File: config.mk
export PLATFORM = sky130hd
export DESIGN_NAME = filter_frame_ctrl
export DESIGN_NICKNAME = d
export VERILOG_FILES = /design/src/rtl/filter_frame_ctrl.sv
export SDC_FILE = /design/constraint.sdc
export NUM_CORES = 1
export LEC_CHECK = 0
export BUFFER_PORTS_ARGS = -buffer_cell sky130_fd_sc_hd__buf_2
export CAP_MARGIN = 10
export CORE_MARGIN = 2
export CORE_UTILIZATION = 62
export DETAILED_ROUTE_END_ITERATION = 6
export MAX_ROUTING_LAYER = met4
export PLACE_DENSITY = 0.85
export SYNTH_ARGS = -nofsm -noshare
export SYNTH_HDL_FRONTEND = slang
export SYNTH_SLANG_ARGS = --single-unit
File: constraint.sdc
create_clock -name clk -period 3.8 [get_ports clk]
set_clock_uncertainty 0.05 [all_clocks]
set_input_delay 0.19 -clock clk [delete_from_list [all_inputs] [get_ports clk]]
set_output_delay 0.19 -clock clk [all_outputs]
set_load 0.1 [all_outputs]
File: src/rtl/filter_frame_ctrl.sv
// filter_frame_ctrl
// Frame-level sequencer for the 3x3 window memory and the edge-preserving
// filter datapath. A start request streams every window of one frame out of
// the memory (rd). The write strobe (wr) opens when the first filtered pixel
// leaves the filter pipeline. The block then waits for the memory's
// write-complete pulse, with a timeout.
//
// Ports
//   clk          clock
//   rst_n        asynchronous active-low reset
//   start        one-cycle frame start request (honoured only in IDLE)
//   abort        synchronous abort, any state, wins over start
//   mem_done     write-complete pulse from the window memory
//   rd / wr      memory read / write strobes
//   busy         high in every state except IDLE
//   frame_done   one-cycle pulse on a successful frame end
//   err          sticky timeout flag, cleared by the next start
//   rd_cnt       windows issued this frame (saturates at IMG_W*IMG_H)
//   wr_cnt       filtered pixels written this frame
//   frame_count  completed frames; a real counter only with FRAME_CNT_EN
//
// Build option: define FRAME_CNT_EN to build the wrapping 16-bit frame
// counter. Without it, frame_count is tied to zero.
//
// state     | meaning
// ----------+---------------------------------------------------------
// IDLE      | waiting for start; strobes low
// RUN       | read burst and/or write burst in progress
// WAIT_DONE | both bursts over; waiting for mem_done or timeout
// FINISH    | frame_done pulse, back to IDLE next cycle

module filter_frame_ctrl #(
   parameter int IMG_W    = 128,
   parameter int IMG_H    = 128,
   parameter int WR_W     = 126,
   parameter int WR_H     = 126,
   parameter int FILT_LAT = 3,
   parameter int TIMEOUT  = 1024
) (
   input  logic        clk,
   input  logic        rst_n,
   input  logic        start,
   input  logic        abort,
   input  logic        mem_done,
   output logic        rd,
   output logic        wr,
   output logic        busy,
   output logic        frame_done,
   output logic        err,
   output logic [14:0] rd_cnt,
   output logic [14:0] wr_cnt,
   output logic [15:0] frame_count
);

   localparam int RD_LEN = IMG_W * IMG_H;
   localparam int WR_LEN = WR_W * WR_H;
   localparam int LAT_W  = $clog2(FILT_LAT + 1);
   localparam int TO_W   = ($clog2(TIMEOUT) < 10) ? 10 : $clog2(TIMEOUT);

   localparam logic [14:0]       RD_LEN_C  = 15'(RD_LEN);
   localparam logic [14:0]       WR_LAST_C = 15'(WR_LEN - 1);
   localparam logic [LAT_W-1:0]  LAT_C     = LAT_W'(FILT_LAT);
   localparam logic [TO_W-1:0]   TO_LAST_C = TO_W'(TIMEOUT - 1);

   generate
      if (FILT_LAT < 1 || WR_LEN < 1 || WR_LEN > RD_LEN || RD_LEN > 32767
          || TIMEOUT < 1) begin : g_bad_cfg
         $error("filter_frame_ctrl: illegal parameter combination");
      end
   endgenerate

   typedef enum logic [1:0] {
      S_IDLE      = 2'd0,
      S_RUN       = 2'd1,
      S_WAIT_DONE = 2'd2,
      S_FINISH    = 2'd3
   } state_t;

   state_t            state_q, state_nx;
   logic              rd_q, rd_nx;
   logic              wr_q, wr_nx;
   logic              busy_q;
   logic              fdone_q, fdone_nx;
   logic              err_q, err_nx;
   logic [14:0]       rd_cnt_q, rd_cnt_nx;
   logic [14:0]       wr_cnt_q, wr_cnt_nx;
   // rd_tmr counts the read cycles still to go after the current one; it holds
   // RD_LEN only in the first rd cycle, which carries no window yet.
   logic [14:0]       rd_tmr_q, rd_tmr_nx;
   logic [14:0]       wr_tmr_q, wr_tmr_nx;
   logic [LAT_W-1:0]  lat_tmr_q, lat_tmr_nx;
   logic              wr_pend_q, wr_pend_nx;
   logic              done_seen_q, done_seen_nx;
   logic [TO_W-1:0]   to_tmr_q, to_tmr_nx;

   always_comb begin
      state_nx     = state_q;
      rd_nx        = rd_q;
      wr_nx        = wr_q;
      fdone_nx     = 1'b0;
      err_nx       = err_q;
      rd_cnt_nx    = rd_cnt_q;
      wr_cnt_nx    = wr_cnt_q;
      rd_tmr_nx    = rd_tmr_q;
      wr_tmr_nx    = wr_tmr_q;
      lat_tmr_nx   = lat_tmr_q;
      wr_pend_nx   = wr_pend_q;
      done_seen_nx = done_seen_q;
      to_tmr_nx    = to_tmr_q;

      case (state_q)
         S_IDLE: begin
            if (start) begin
               state_nx     = S_RUN;
               rd_nx        = 1'b1;
               rd_tmr_nx    = RD_LEN_C;
               rd_cnt_nx    = '0;
               wr_cnt_nx    = '0;
               err_nx       = 1'b0;
               lat_tmr_nx   = LAT_C;
               wr_pend_nx   = 1'b1;
               done_seen_nx = 1'b0;
            end
         end

         S_RUN: begin
            // An early write-complete is remembered for WAIT_DONE.
            if (mem_done) done_seen_nx = 1'b1;

            if (rd_q) begin
               if (rd_tmr_q != RD_LEN_C && rd_cnt_q != RD_LEN_C)
                  rd_cnt_nx = rd_cnt_q + 15'd1;
               if (rd_tmr_q == '0) rd_nx = 1'b0;
               else                rd_tmr_nx = rd_tmr_q - 15'd1;
            end

            // The latency timer expires in the cycle before the first filtered
            // pixel, so wr rises exactly FILT_LAT cycles after the first window.
            if (wr_pend_q) begin
               if (lat_tmr_q == '0) begin
                  wr_pend_nx = 1'b0;
                  wr_nx      = 1'b1;
                  wr_tmr_nx  = WR_LAST_C;
               end else begin
                  lat_tmr_nx = lat_tmr_q - LAT_W'(1);
               end
            end else if (wr_q) begin
               wr_cnt_nx = wr_cnt_q + 15'd1;
               if (wr_tmr_q == '0) wr_nx = 1'b0;
               else                wr_tmr_nx = wr_tmr_q - 15'd1;
            end

            if (!rd_nx && !wr_nx && !wr_pend_nx) begin
               state_nx  = S_WAIT_DONE;
               to_tmr_nx = TO_LAST_C;
            end
         end

         S_WAIT_DONE: begin
            if (mem_done || done_seen_q) begin
               state_nx = S_FINISH;
               fdone_nx = 1'b1;
            end else if (to_tmr_q == '0) begin
               state_nx = S_IDLE;
               err_nx   = 1'b1;
            end else begin
               to_tmr_nx = to_tmr_q - TO_W'(1);
            end
         end

         S_FINISH: state_nx = S_IDLE;

         default: state_nx = S_IDLE;
      endcase

      // Abort freezes the visible counters and error flag where they stand.
      if (abort) begin
         state_nx  = S_IDLE;
         rd_nx     = 1'b0;
         wr_nx     = 1'b0;
         fdone_nx  = 1'b0;
         err_nx    = err_q;
         rd_cnt_nx = rd_cnt_q;
         wr_cnt_nx = wr_cnt_q;
      end
   end

   always_ff @(posedge clk or negedge rst_n) begin
      if (!rst_n) begin
         state_q     <= S_IDLE;
         rd_q        <= 1'b0;
         wr_q        <= 1'b0;
         busy_q      <= 1'b0;
         fdone_q     <= 1'b0;
         err_q       <= 1'b0;
         rd_cnt_q    <= '0;
         wr_cnt_q    <= '0;
         rd_tmr_q    <= '0;
         wr_tmr_q    <= '0;
         lat_tmr_q   <= '0;
         wr_pend_q   <= 1'b0;
         done_seen_q <= 1'b0;
         to_tmr_q    <= '0;
      end else begin
         state_q     <= state_nx;
         rd_q        <= rd_nx;
         wr_q        <= wr_nx;
         busy_q      <= (state_nx != S_IDLE);
         fdone_q     <= fdone_nx;
         err_q       <= err_nx;
         rd_cnt_q    <= rd_cnt_nx;
         wr_cnt_q    <= wr_cnt_nx;
         rd_tmr_q    <= rd_tmr_nx;
         wr_tmr_q    <= wr_tmr_nx;
         lat_tmr_q   <= lat_tmr_nx;
         wr_pend_q   <= wr_pend_nx;
         done_seen_q <= done_seen_nx;
         to_tmr_q    <= to_tmr_nx;
      end
   end

`ifdef FRAME_CNT_EN
   logic [15:0] frame_cnt_q;

   always_ff @(posedge clk or negedge rst_n) begin
      if (!rst_n)        frame_cnt_q <= '0;
      else if (fdone_nx) frame_cnt_q <= frame_cnt_q + 16'd1;
   end

   assign frame_count = frame_cnt_q;
`else
   assign frame_count = 16'd0;
`endif

   assign rd         = rd_q;
   assign wr         = wr_q;
   assign busy       = busy_q;
   assign frame_done = fdone_q;
   assign err        = err_q;
   assign rd_cnt     = rd_cnt_q;
   assign wr_cnt     = wr_cnt_q;

endmodule

==> impl_metrics.env <==
export IMPL_outcome="finished, final reports clean"
export IMPL_die_h_um=87.7
export IMPL_cts_tree="built"
export IMPL_worstSetupPathType="reg2reg"
export IMPL_clock_power_share_pct=23.6
export IMPL_crit_chain="nor2_1 -> and2_1 -> nand2b_1 -> and2_1 -> or4_1 -> a21oi_1"
export IMPL_pwr_share_comb_pct=32.6
export IMPL_routed_wl_mm=8.88
export IMPL_synthArstFlopShare_pct=100
export IMPL_tightest_slew_ns=1.01
export IMPL_placement_io_buffers=39
export IMPL_startpoint_type="register"
export IMPL_critPathSlowestCell="or4_1"
export IMPL_gp_congestion=0.856
export IMPL_ir_drop_mv=0.428
export IMPL_p_seq_share_pct=43.8
export IMPL_placed_cells=585
export IMPL_drive_gt1_share_pct=12.5
export IMPL_postCtsSetupBuffers=0
export IMPL_cts_root_buf="clkbuf_8"
export IMPL_p_switching_mw=1.14
export IMPL_slowest_delay_ns=0.54
export IMPL_endpoint_kind="register"
export IMPL_postCtsHoldBufs=1
export IMPL_grt_pass1_vias=3264
export IMPL_n_antenna_cell=0
export IMPL_wl_per_cell_um=14.8
export IMPL_synth_seq_cells=81
export IMPL_area_growth_pct=9.83
export IMPL_fmax_ghz=0.383
export IMPL_htreeDepth=3
export IMPL_yosysUniqueCellTypes=59
export IMPL_clock_path_buffers=2
export IMPL_rsz0062_at_grt="no"
export IMPL_post_dp_hpwl_mm=6.22
export IMPL_power_per_cell_area_nw_per_um2=597
export IMPL_synth_flop_cell="dfrtp_1"
export IMPL_finalSetupTns_ns=0
export IMPL_clock_latency_ns=0.35
export IMPL_first_pass_iters=4
export IMPL_yosys_area_top_type="dfrtp_1"
export IMPL_antenna_found_initial=0
export IMPL_track_usage_pct=25.5
export IMPL_io_pin_count=56
export IMPL_finalCriticalPeriod_ns=2.61
export IMPL_fin_cells=601
export IMPL_synth_top_cells_by_count="dfrtp_1 (81), nor2_1 (54), nand2_1 (53)"
export IMPL_critPathMaxFanout=13
export IMPL_initial_core_util_pct=63.9
export IMPL_grt_pass1_wl_mm=15.0
export IMPL_nNetsFinal=516
export IMPL_hold_class="in2reg"
export IMPL_die_w_um=87.7
export IMPL_arrival_ns=2.84
export IMPL_vias=3482
export IMPL_swShare_pct=40.2
export IMPL_synth_area_leaders="dfrtp_1 (47%), nor2_1 (4.7%), nand2_1 (4.6%)"
export IMPL_maxSlewHeadroom_pct=32.6
export IMPL_drc_errors=0
export IMPL_synth_warnings=0
export IMPL_drtIter0Drc=252
export IMPL_finalCritPeriodShare_pct=68.7
export IMPL_drv_cap=0
export IMPL_rows=30
export IMPL_finalMaxSlewViolations=0
export IMPL_syn_area_um2=4340
export IMPL_path_common_cell="and2_1"
export IMPL_overflow=0
export IMPL_ant_nets=0
export IMPL_path_clk_slew_ns=0.08
export IMPL_setup_violations=0
export IMPL_dieArea_um2=7680
export IMPL_finalHoldViolCount=0
export IMPL_grt_max_degree=82
export IMPL_yosysSeqAreaShare_pct=46.7
export IMPL_core_area_um2=6790
export IMPL_ctsResizeCount=0
export IMPL_p_leak_nw=2.15
export IMPL_cts_buffers=9
export IMPL_syn_instance_count=463
export IMPL_p_int_mw=1.70
export IMPL_syn_avg_cell_area_um2=9.37
export IMPL_critPathRequiredTime_ns=4.03
export IMPL_viasPerCell=5.79
export IMPL_synth_edf_count=0
export IMPL_synth_top_area_share_pct=46.7
export IMPL_yosysMostFrequentCell="dfrtp_1"
export IMPL_clock_sinks=81
[final cells by class]
type | count | area (um2)
multi-input cells | 355 | 2150
fillers | 507 | 2030
flip-flops and latches | 81 | 2030
repair buffers | 41 | 215
clock buffers | 10 | 128
well taps | 96 | 120
clock inverters | 5 | 81.3
inverters | 13 | 48.8
[flip-flops by register name (all words and copies together), names as in the netlist]
name / count
done_seen_q: 1
lat_tmr_q: 2
to_tmr_q: 10
wr_cnt: 15
busy: 1
rd_tmr_q: 15
frame_done: 1
err: 1
wr: 1
wr_pend_q: 1
state_q: 2
rd: 1
wr_tmr_q: 15
rd_cnt: 15
[final timing paths]
path	end	slack (ns)	start	cells past startpoint
max in group asynchronous	wr_cnt[2]	2.55	rst_n	2
worst min register to register	lat_tmr_q[0]	0.42	lat_tmr_q[0]	1
worst max-delay path	rd_cnt[8]	1.19	state_q[0]	6
worst max register to register	rd_cnt[8]	1.19	state_q[0]	6
worst min-delay path	done_seen_q	0.08	mem_done	2
min in group asynchronous	to_tmr_q[8]	0.49	rst_n	2
[cells in the final DEF (no fill, tap or decap), types with 13 or more instances in the layout]
cell / Yosys / final
inv_1: 13 / 13
a21oi_1: 26 / 26
conb_1: 1 / 16
dfrtp_1: 81 / 81
xnor2_1: 15 / 15
xor2_1: 21 / 21
buf_2: 4 / 38
nand2_1: 53 / 53
or3_1: 14 / 14
nor2_1: 54 / 54
o21ai_0: 16 / 16
nand3_1: 16 / 16
nor3_1: 13 / 13
[per-stage QoR]
| stage | power, mW | hold slack, ns | util [%] | worst slack [ns] | instance area (um2) |
|---|---|---|---|---|---|
| final | 2.85 | 0.0788 | 70.1 | 1.19 | 4770 |
| after global routing | 3.02 | 0.0846 | 70.1 | 0.980 | 4770 |
| after CTS | 2.85 | 0.0684 | 70.1 | 1.20 | 4770 |
| after detailed placement | 2.18 | 0.378 | 66.9 | 1.20 | 4550 |
| after global placement | 2.13 | 0.371 | 66.9 | 1.27 | 4550 |
| after floorplan | 1.99 | -0.156 | - | 1.13 | 4400 |
[cells by family (layout without fill, tap and decap cells)]
logic type	after synthesis	in the layout	synth area share, %
compound gates	75	75	10.7
buf+inv	42	69	5.13
mux	5	5	1.24
flops	81	81	46.7
simple gates	213	213	26.0
fa+ha+maj	10	10	2.88
other cells	1	16	0.0864
xor+xnor	36	36	7.27
[power groups by stage]
| stage | clock, mW | sequential (mW) | combinational, mW |
|---|---|---|---|
| 2_1_floorplan | 0 | 1.35 | 0.632 |
| 3_3_place_gp | 0 | 1.24 | 0.889 |
| 3_5_place_dp | 0 | 1.26 | 0.918 |
| 4_1_cts | 0.683 | 1.24 | 0.928 |
| 5_1_grt | 0.721 | 1.27 | 1.02 |
| 6_report | 0.672 | 1.25 | 0.927 |
[critical path, delay by kind of cell (launching register included)]
| kind | cells | cell delay (ns) |
|---|---|---|
| AO/OA/AOI/OAI | 1 | 0.15 |
| flip-flops | 1 | 0.47 |
| AND/OR/NAND/NOR | 5 | 1.87 |
[routing by layer]
metal,share of wire [%],GRT usage [%]
met1,45,33.4
met2,50,40.5
met3,3.8,3.58
met4,1.5,9.65
met5,0,-
Power figures use the tool's default switching activity.
